### src/rtl/soundweb_pkg.sv
// Shared definitions for the Soundweb serial transmit path.
//   MAX_BYTES   : default packet buffer depth in bytes
//   STX / ETX   : framing bytes used by the Soundweb packet encoder
//   seq_state_t : transmit sequencer FSM states
package soundweb_pkg;

  localparam int unsigned MAX_BYTES = 29;

  localparam logic [7:0] STX = 8'h02;
  localparam logic [7:0] ETX = 8'h03;

  typedef enum logic [2:0] {
    ST_IDLE,
    ST_LOAD,
    ST_SHIFT,
    ST_NEXT,
    ST_FINISH
  } seq_state_t;

endpackage

### src/rtl/soundweb_uart_tx.sv
// 8N1 UART transmitter for one byte per load strobe.
//   clk        : clock, rising edge
//   reset_n    : synchronous active-low reset
//   cancel     : drop any frame in progress, line returns high
//   load       : start a new frame with data (accepted idle or in the last stop-bit cycle)
//   data       : byte to send, LSB first
//   tx         : registered serial line, idle high
//   frame_done : high during the final cycle of the stop bit
module soundweb_uart_tx #(
  parameter int unsigned BAUD_DIV = 434
) (
  input  logic       clk,
  input  logic       reset_n,
  input  logic       cancel,
  input  logic       load,
  input  logic [7:0] data,
  output logic       tx,
  output logic       frame_done
);

  localparam int unsigned   CW        = (BAUD_DIV > 1) ? $clog2(BAUD_DIV) : 1;
  localparam logic [CW-1:0] BAUD_LAST = CW'(BAUD_DIV - 1);
  localparam logic [3:0]    BIT_STOP  = 4'd9;

  logic          active;
  logic [CW-1:0] baud_cnt;
  logic [3:0]    bit_cnt;
  logic [7:0]    shreg;
  logic          line_bit;

  // Bit 0 is the start bit, 1..8 data (shreg[0] is the current data bit), 9 stop.
  always_comb begin
    line_bit = 1'b1;
    if (active) begin
      if (bit_cnt == 4'd0) begin
        line_bit = 1'b0;
      end else if (bit_cnt != BIT_STOP) begin
        line_bit = shreg[0];
      end
    end
  end

  assign frame_done = active && (bit_cnt == BIT_STOP) && (baud_cnt == BAUD_LAST);

  // tx follows the counters by one cycle, so every bit keeps its full width.
  always_ff @(posedge clk) begin
    if (!reset_n || cancel) begin
      active   <= 1'b0;
      baud_cnt <= '0;
      bit_cnt  <= '0;
      shreg    <= '0;
      tx       <= 1'b1;
    end else begin
      tx <= line_bit;
      if (load) begin
        active   <= 1'b1;
        baud_cnt <= '0;
        bit_cnt  <= '0;
        shreg    <= data;
      end else if (active) begin
        if (baud_cnt == BAUD_LAST) begin
          baud_cnt <= '0;
          if (bit_cnt != 4'd0) begin
            shreg <= {1'b0, shreg[7:1]};
          end
          if (bit_cnt == BIT_STOP) begin
            active  <= 1'b0;
            bit_cnt <= '0;
          end else begin
            bit_cnt <= bit_cnt + 4'd1;
          end
        end else begin
          baud_cnt <= baud_cnt + CW'(1);
        end
      end
    end
  end

endmodule

### src/rtl/soundweb_tx_sequencer.sv
// Sends a buffered Soundweb packet as back-to-back 8N1 frames.
//   clk      : clock, rising edge
//   reset_n  : synchronous active-low reset
//   packet   : packet bytes, byte 0 in the MSBs
//   pkt_len  : number of valid bytes, 1..MAX_BYTES
//   start    : one-cycle transmit request (ignored while busy)
//   abort    : cancel the transfer in progress
//   tx       : serial line, idle high
//   busy     : transfer in progress
//   done     : one-cycle pulse as the last stop bit completes
//   err      : one-cycle pulse on a start with an illegal pkt_len
//   byte_idx : index of the byte on the line, 0 when idle
// The first start bit appears two edges after start is sampled and busy
// stays high for 2 + pkt_len*10*BAUD_DIV cycles.
module soundweb_tx_sequencer #(
  parameter int unsigned CLK_HZ    = 50_000_000,
  parameter int unsigned BAUD      = 115_200,
  parameter int unsigned MAX_BYTES = soundweb_pkg::MAX_BYTES
) (
  input  logic                   clk,
  input  logic                   reset_n,
  input  logic [8*MAX_BYTES-1:0] packet,
  input  logic [4:0]             pkt_len,
  input  logic                   start,
  input  logic                   abort,
  output logic                   tx,
  output logic                   busy,
  output logic                   done,
  output logic                   err,
  output logic [4:0]             byte_idx
);

  import soundweb_pkg::*;

  localparam int unsigned BAUD_DIV = (CLK_HZ + BAUD / 2) / BAUD;

  seq_state_t             state;
  logic [8*MAX_BYTES-1:0] pkt_buf;
  logic [4:0]             len_q;
  logic [4:0]             sel_idx;
  logic [7:0]             uart_byte;
  logic                   uart_load;
  logic                   frame_done;
  logic                   cancel;
  logic                   more;
  logic                   len_ok;

  assign len_ok = (pkt_len != 5'd0) && (32'(pkt_len) <= MAX_BYTES);
  assign more   = ({1'b0, byte_idx} + 6'd1) < {1'b0, len_q};
  assign cancel = abort && (state != ST_IDLE);

  // The next byte is handed to the UART in the last stop-bit cycle so frames
  // abut; NEXT then only advances byte_idx, which lands on the same edge as
  // the new start bit because tx lags the UART counters by one cycle.
  assign sel_idx   = (state == ST_LOAD) ? byte_idx : byte_idx + 5'd1;
  assign uart_load = (state == ST_LOAD) || ((state == ST_SHIFT) && frame_done && more);

  always_comb begin
    uart_byte = '0;
    for (int unsigned i = 0; i < MAX_BYTES; i++) begin
      if (sel_idx == 5'(i)) begin
        uart_byte = pkt_buf[8*(MAX_BYTES-1-i) +: 8];
      end
    end
  end

  soundweb_uart_tx #(
    .BAUD_DIV (BAUD_DIV)
  ) u_uart (
    .clk        (clk),
    .reset_n    (reset_n),
    .cancel     (cancel),
    .load       (uart_load),
    .data       (uart_byte),
    .tx         (tx),
    .frame_done (frame_done)
  );

  always_ff @(posedge clk) begin
    if (!reset_n) begin
      state    <= ST_IDLE;
      pkt_buf  <= '0;
      len_q    <= '0;
      busy     <= 1'b0;
      done     <= 1'b0;
      err      <= 1'b0;
      byte_idx <= '0;
    end else begin
      done <= 1'b0;
      err  <= 1'b0;
      if (cancel) begin
        state    <= ST_IDLE;
        busy     <= 1'b0;
        byte_idx <= '0;
      end else begin
        case (state)
          ST_IDLE: begin
            if (start) begin
              if (len_ok) begin
                pkt_buf  <= packet;
                len_q    <= pkt_len;
                byte_idx <= '0;
                busy     <= 1'b1;
                state    <= ST_LOAD;
              end else begin
                err <= 1'b1;
              end
            end
          end
          ST_LOAD: state <= ST_SHIFT;
          ST_SHIFT: begin
            if (frame_done) begin
              state <= more ? ST_NEXT : ST_FINISH;
            end
          end
          ST_NEXT: begin
            byte_idx <= byte_idx + 5'd1;
            state    <= ST_SHIFT;
          end
          ST_FINISH: begin
            done     <= 1'b1;
            busy     <= 1'b0;
            byte_idx <= '0;
            state    <= ST_IDLE;
          end
          default: state <= ST_IDLE;
        endcase
      end
    end
  end

endmodule

### config.mk
export PLATFORM = sky130hd
export DESIGN_NAME = soundweb_tx_sequencer
export DESIGN_NICKNAME = d
export VERILOG_FILES = /design/src/rtl/soundweb_pkg.sv /design/src/rtl/soundweb_uart_tx.sv /design/src/rtl/soundweb_tx_sequencer.sv
export SDC_FILE = /design/constraint.sdc
export NUM_CORES = 1
export LEC_CHECK = 0
export ABC_AREA = 1
export CORE_AREA = 2 2 182 184
export DETAILED_ROUTE_END_ITERATION = 6
export DIE_AREA = 0 0 184 186
export PLACE_DENSITY = 0.64
export SYNTH_ARGS = -nofsm -noshare
export SYNTH_HDL_FRONTEND = slang
export SYNTH_SLANG_ARGS = --single-unit
### constraint.sdc
create_clock -name clk -period 3.8 [get_ports clk]
set_clock_uncertainty 0.05 [all_clocks]
set_input_delay 0.95 -clock clk [delete_from_list [all_inputs] [get_ports clk]]
set_output_delay 0.95 -clock clk [all_outputs]
set_load 0.01 [all_outputs]
==> results.sh <==
export IMPL_run_status="complete, no violations"
export IMPL_timing_rr_start="byte_idx[0]"
export IMPL_p_leak_nw=6.412
export IMPL_antenna_cells_inserted=0
export IMPL_synth_top_cells_by_count="nor2_1, dfxtp_1, o21ai_0, nand2_1, inv_1"
export IMPL_place_hpwl_um=27270
export IMPL_grtUsageTotal=0.2174
export IMPL_hold_ws_ns=0.4029
export IMPL_clock_latency_ns=0.54
export IMPL_routed_wl_um=37710
export IMPL_via_per_inst=4.984
export IMPL_synth_xor_xnor_area_share=0.003707
export IMPL_max_slew_worst_pin_slew_ns=0.9197
export IMPL_r2r_cells=25
export IMPL_worstSetupEndpoint="u_uart.shreg[1]"
export IMPL_pin_count=250
export IMPL_ant_nets=0
export IMPL_synthesis_nets=1964
export IMPL_synth_mux_area_frac=0.001906
export IMPL_gr_total_overflow=0
export IMPL_critical_path_required_ns=4.18
export IMPL_htreeDepth=1
export IMPL_power_density_cell_area_nw_per_um2=569.6
export IMPL_relative_slew_margins=0.3869
export IMPL_flow_area_growth_from_synthesis_pct=33.57
export IMPL_post_cts_buffers=0
export IMPL_grt_busiest_layer="met2"
export IMPL_global_route_usage_met2=0.3549
export IMPL_crit_start_category="flop"
export IMPL_post_synth_num_cell_types=38
export IMPL_finalCriticalPeriod_ns=3.462
export IMPL_first_global_vias=11337
export IMPL_crit_reg2reg_capture="u_uart.shreg[1]"
export IMPL_synth_simple_gate_area_share=0.3058
export IMPL_cts_bufs_inserted=29
export IMPL_die_height_um=186
export IMPL_achievable_frequency_mhz=288.9
export IMPL_crit_path_arrival_time_ns=3.84
export IMPL_ys_seq_area_frac=0.4592
export IMPL_detailedRoute_firstIterationViolations=853
export IMPL_hold_viol_final=0
export IMPL_synth_top_area_share=0.4592
export IMPL_setup_worst_path_start="byte_idx[0]"
export IMPL_main_combinational_cell_family_by_area_after_synthesis="simple AND/OR/NAND/NOR gates"
export IMPL_placementRows=66
export IMPL_synthMostInstantiatedCell="nor2_1"
export IMPL_sequentialPowerShare=0.409
export IMPL_ys_async_sr_fraction=0
export IMPL_synth_compound_area_share=0.1584
export IMPL_cts_hold_buf=0
export IMPL_yosys_warnings=0
export IMPL_cts_root_buffer="clkbuf_16"
export IMPL_end_kind="flop"
export IMPL_via_count=11777
export IMPL_cts_num_sinks=271
export IMPL_gr_usage_met3=0.02700
export IMPL_path_clk_slew_ns=0.07
export IMPL_setup_viol=0
export IMPL_die_area_sq_um=34220
export IMPL_synthesis_instances=1716
export IMPL_placed_area_sq_um=14740
export IMPL_combPwrFrac=0.253
export IMPL_netSwitchingPower_mw=2.924
export IMPL_postSynthRegisterBits=271
export IMPL_cts_resized_gates=0
export IMPL_synth_edff_count=0
export IMPL_post_synth_cell_area_avg_sq_um=6.885
export IMPL_switching_share=0.3253
export IMPL_p_int_mw=6.064
export IMPL_layout_nets=2182
export IMPL_dp_cells=2311
export IMPL_wire_length_of_the_first_global_routing_pass_um=59460
export IMPL_yosys_area_share_adder=0.007414
export IMPL_worstSetupPathType="reg2reg"
export IMPL_portBuffers=249
export IMPL_cts_tree="yes"
export IMPL_max_slew_violations=0
export IMPL_layout_cells_non_filler=2363
export IMPL_setup_total_negative_slack_ns=0
export IMPL_dieWidth_um=184
export IMPL_core_sq_um=32210
export IMPL_crit_path_max_fo=10
export IMPL_rrSetupSlack_ns=0.34
export IMPL_drive_gt1_frac=0.06803
export IMPL_clk_path_buf_depth=3
export IMPL_yosys_area_top_type="dfxtp_1"
export IMPL_synth_area_sq_um=11810
export IMPL_design_area_sq_um=15780
export IMPL_antenna_found_initial=0
export IMPL_gp_congestion=0.8872
export IMPL_max_cap_violations=0
export IMPL_timing_final_crit_share=0.9110
export IMPL_clkPwrFrac=0.338
export IMPL_detailedRoute_firstPassIterationCount=6
export IMPL_grtUsageMet1=0.3029
export IMPL_ys_top_cells_by_area="dfxtp_1, nor2_1, o21ai_0, nand2_1, a21oi_1"
export IMPL_irDropWorstVdd_mv=0.3597
export IMPL_grt_start_max_net_pins=238
export IMPL_routed_wire_length_per_instance_um=15.96
export IMPL_remaining_drc_errors=0
export IMPL_synth_ff_type="dfxtp_1"
export IMPL_rsz0062_at_grt="false"
export IMPL_min_delay_path_class="reg2reg"
export IMPL_initial_core_util=0.3668
power by group through the flow:
stage	registers, mW	clock network, mW	logic [mW]
after floorplan	3.59	0	1.44
after global placement	3.72	0	2.25
after detailed placement	3.72	0	2.26
after CTS	3.67	3.09	2.28
after global routing	3.72	3.22	2.58
final	3.67	3.04	2.28
how the worst min path moves through the flow:
stage                     depth (start not counted)          from      endpoint
after detailed placement                          2   pkt_buf[25]   pkt_buf[25]
after global placement                            2  pkt_buf[126]  pkt_buf[126]
after global routing                              2   pkt_buf[16]   pkt_buf[16]
final                                             2   pkt_buf[57]   pkt_buf[57]
after floorplan                                   2    pkt_buf[0]    pkt_buf[0]
after CTS                                         2   pkt_buf[25]   pkt_buf[25]
metal layers:
metal	vias up	wire, um
met5	-	0
met2	326	17290
li1	6000	-
met4	0	945
met1	5393	17550
met3	58	1921
flip-flops by register name, indices dropped and copies added, names as in the netlist:
register,flops
u_uart.shreg,8
pkt_buf,232
busy,1
err,1
byte_idx,5
done,1
u_uart.bit_cnt,4
u_uart.tx,1
u_uart.baud_cnt,9
u_uart.active,1
len_q,5
state,3
through the flow:
step / utilization / power, mW / setup WS [ns]
5_1_grt: 0.4900 / 9.521 / 0.07689
3_5_place_dp: 0.4578 / 5.983 / 0.4870
3_3_place_gp: 0.4578 / 5.969 / 0.4632
4_1_cts: 0.4900 / 9.046 / 0.4226
2_1_floorplan: - / 5.034 / 1.126
6_report: 0.4900 / 8.988 / 0.3382
cells in the final DEF (no fill, tap or decap), types with 2 or more instances in the layout:
| master | n |
|---|---|
| nand2_1 | 244 |
| nor2_1 | 464 |
| xor2_1 | 3 |
| a211oi_1 | 3 |
| nand4_1 | 48 |
| nor2_4 | 3 |
| o21ai_0 | 261 |
| nor3_1 | 6 |
| buf_12 | 6 |
| nand3_2 | 2 |
| dfxtp_1 | 271 |
| nand3_1 | 43 |
| nor3b_1 | 5 |
| clkbuf_8 | 7 |
| clkbuf_16 | 29 |
| inv_1 | 99 |
| nand2_2 | 6 |
| o21ai_1 | 3 |
| mux2_2 | 2 |
| inv_2 | 15 |
| xnor2_1 | 2 |
| clkdlybuf4s50_1 | 248 |
| or2_0 | 8 |
| clkinv_2 | 7 |
| buf_4 | 15 |
| bufinv_16 | 5 |
| ha_1 | 7 |
| or2_2 | 12 |
| a21oi_1 | 98 |
| nor2_2 | 14 |
cell type report:
type / count / area (sq um)
Fill cell: 3240 / 16430
Multi-Input combinational cell: 1246 / 5644
Sequential cell: 271 / 5425
Tap cell: 408 / 510.5
Clock inverter: 15 / 210.2
Inverter: 117 / 449.2
Clock buffer: 37 / 825.8
Timing Repair Buffer: 269 / 2715
critical path: stages (launching register included):
cell     delay (ns)
dfxtp_1        0.31
ha_1           0.24
inv_1          0.07
nand2_1        0.05
nand2_1        0.07
nand2_1        0.06
nand2_2        0.10
inv_2          0.07
nor2_4         0.23
nand3_2        0.23
o21ai_1        0.31
nand4_1        0.14
nor2_1         0.15
nand4_1        0.12
nor2_1         0.18
nand4_1        0.14
nor2_1         0.12
nand3_1        0.07
nand2_1        0.06
nand3_1        0.07
nand2_1        0.10
nand4_1        0.13
nand2_1        0.11
nand3_1        0.07
nand2_1        0.06
nand2_1        0.05
cells by family after synthesis:
logic type | Yosys count
compound gates | 370
mux | 2
simple gates | 862
fa+ha+maj | 7
buf+inv | 199
xor+xnor | 5
flops | 271
Power figures use the tool's default switching activity.
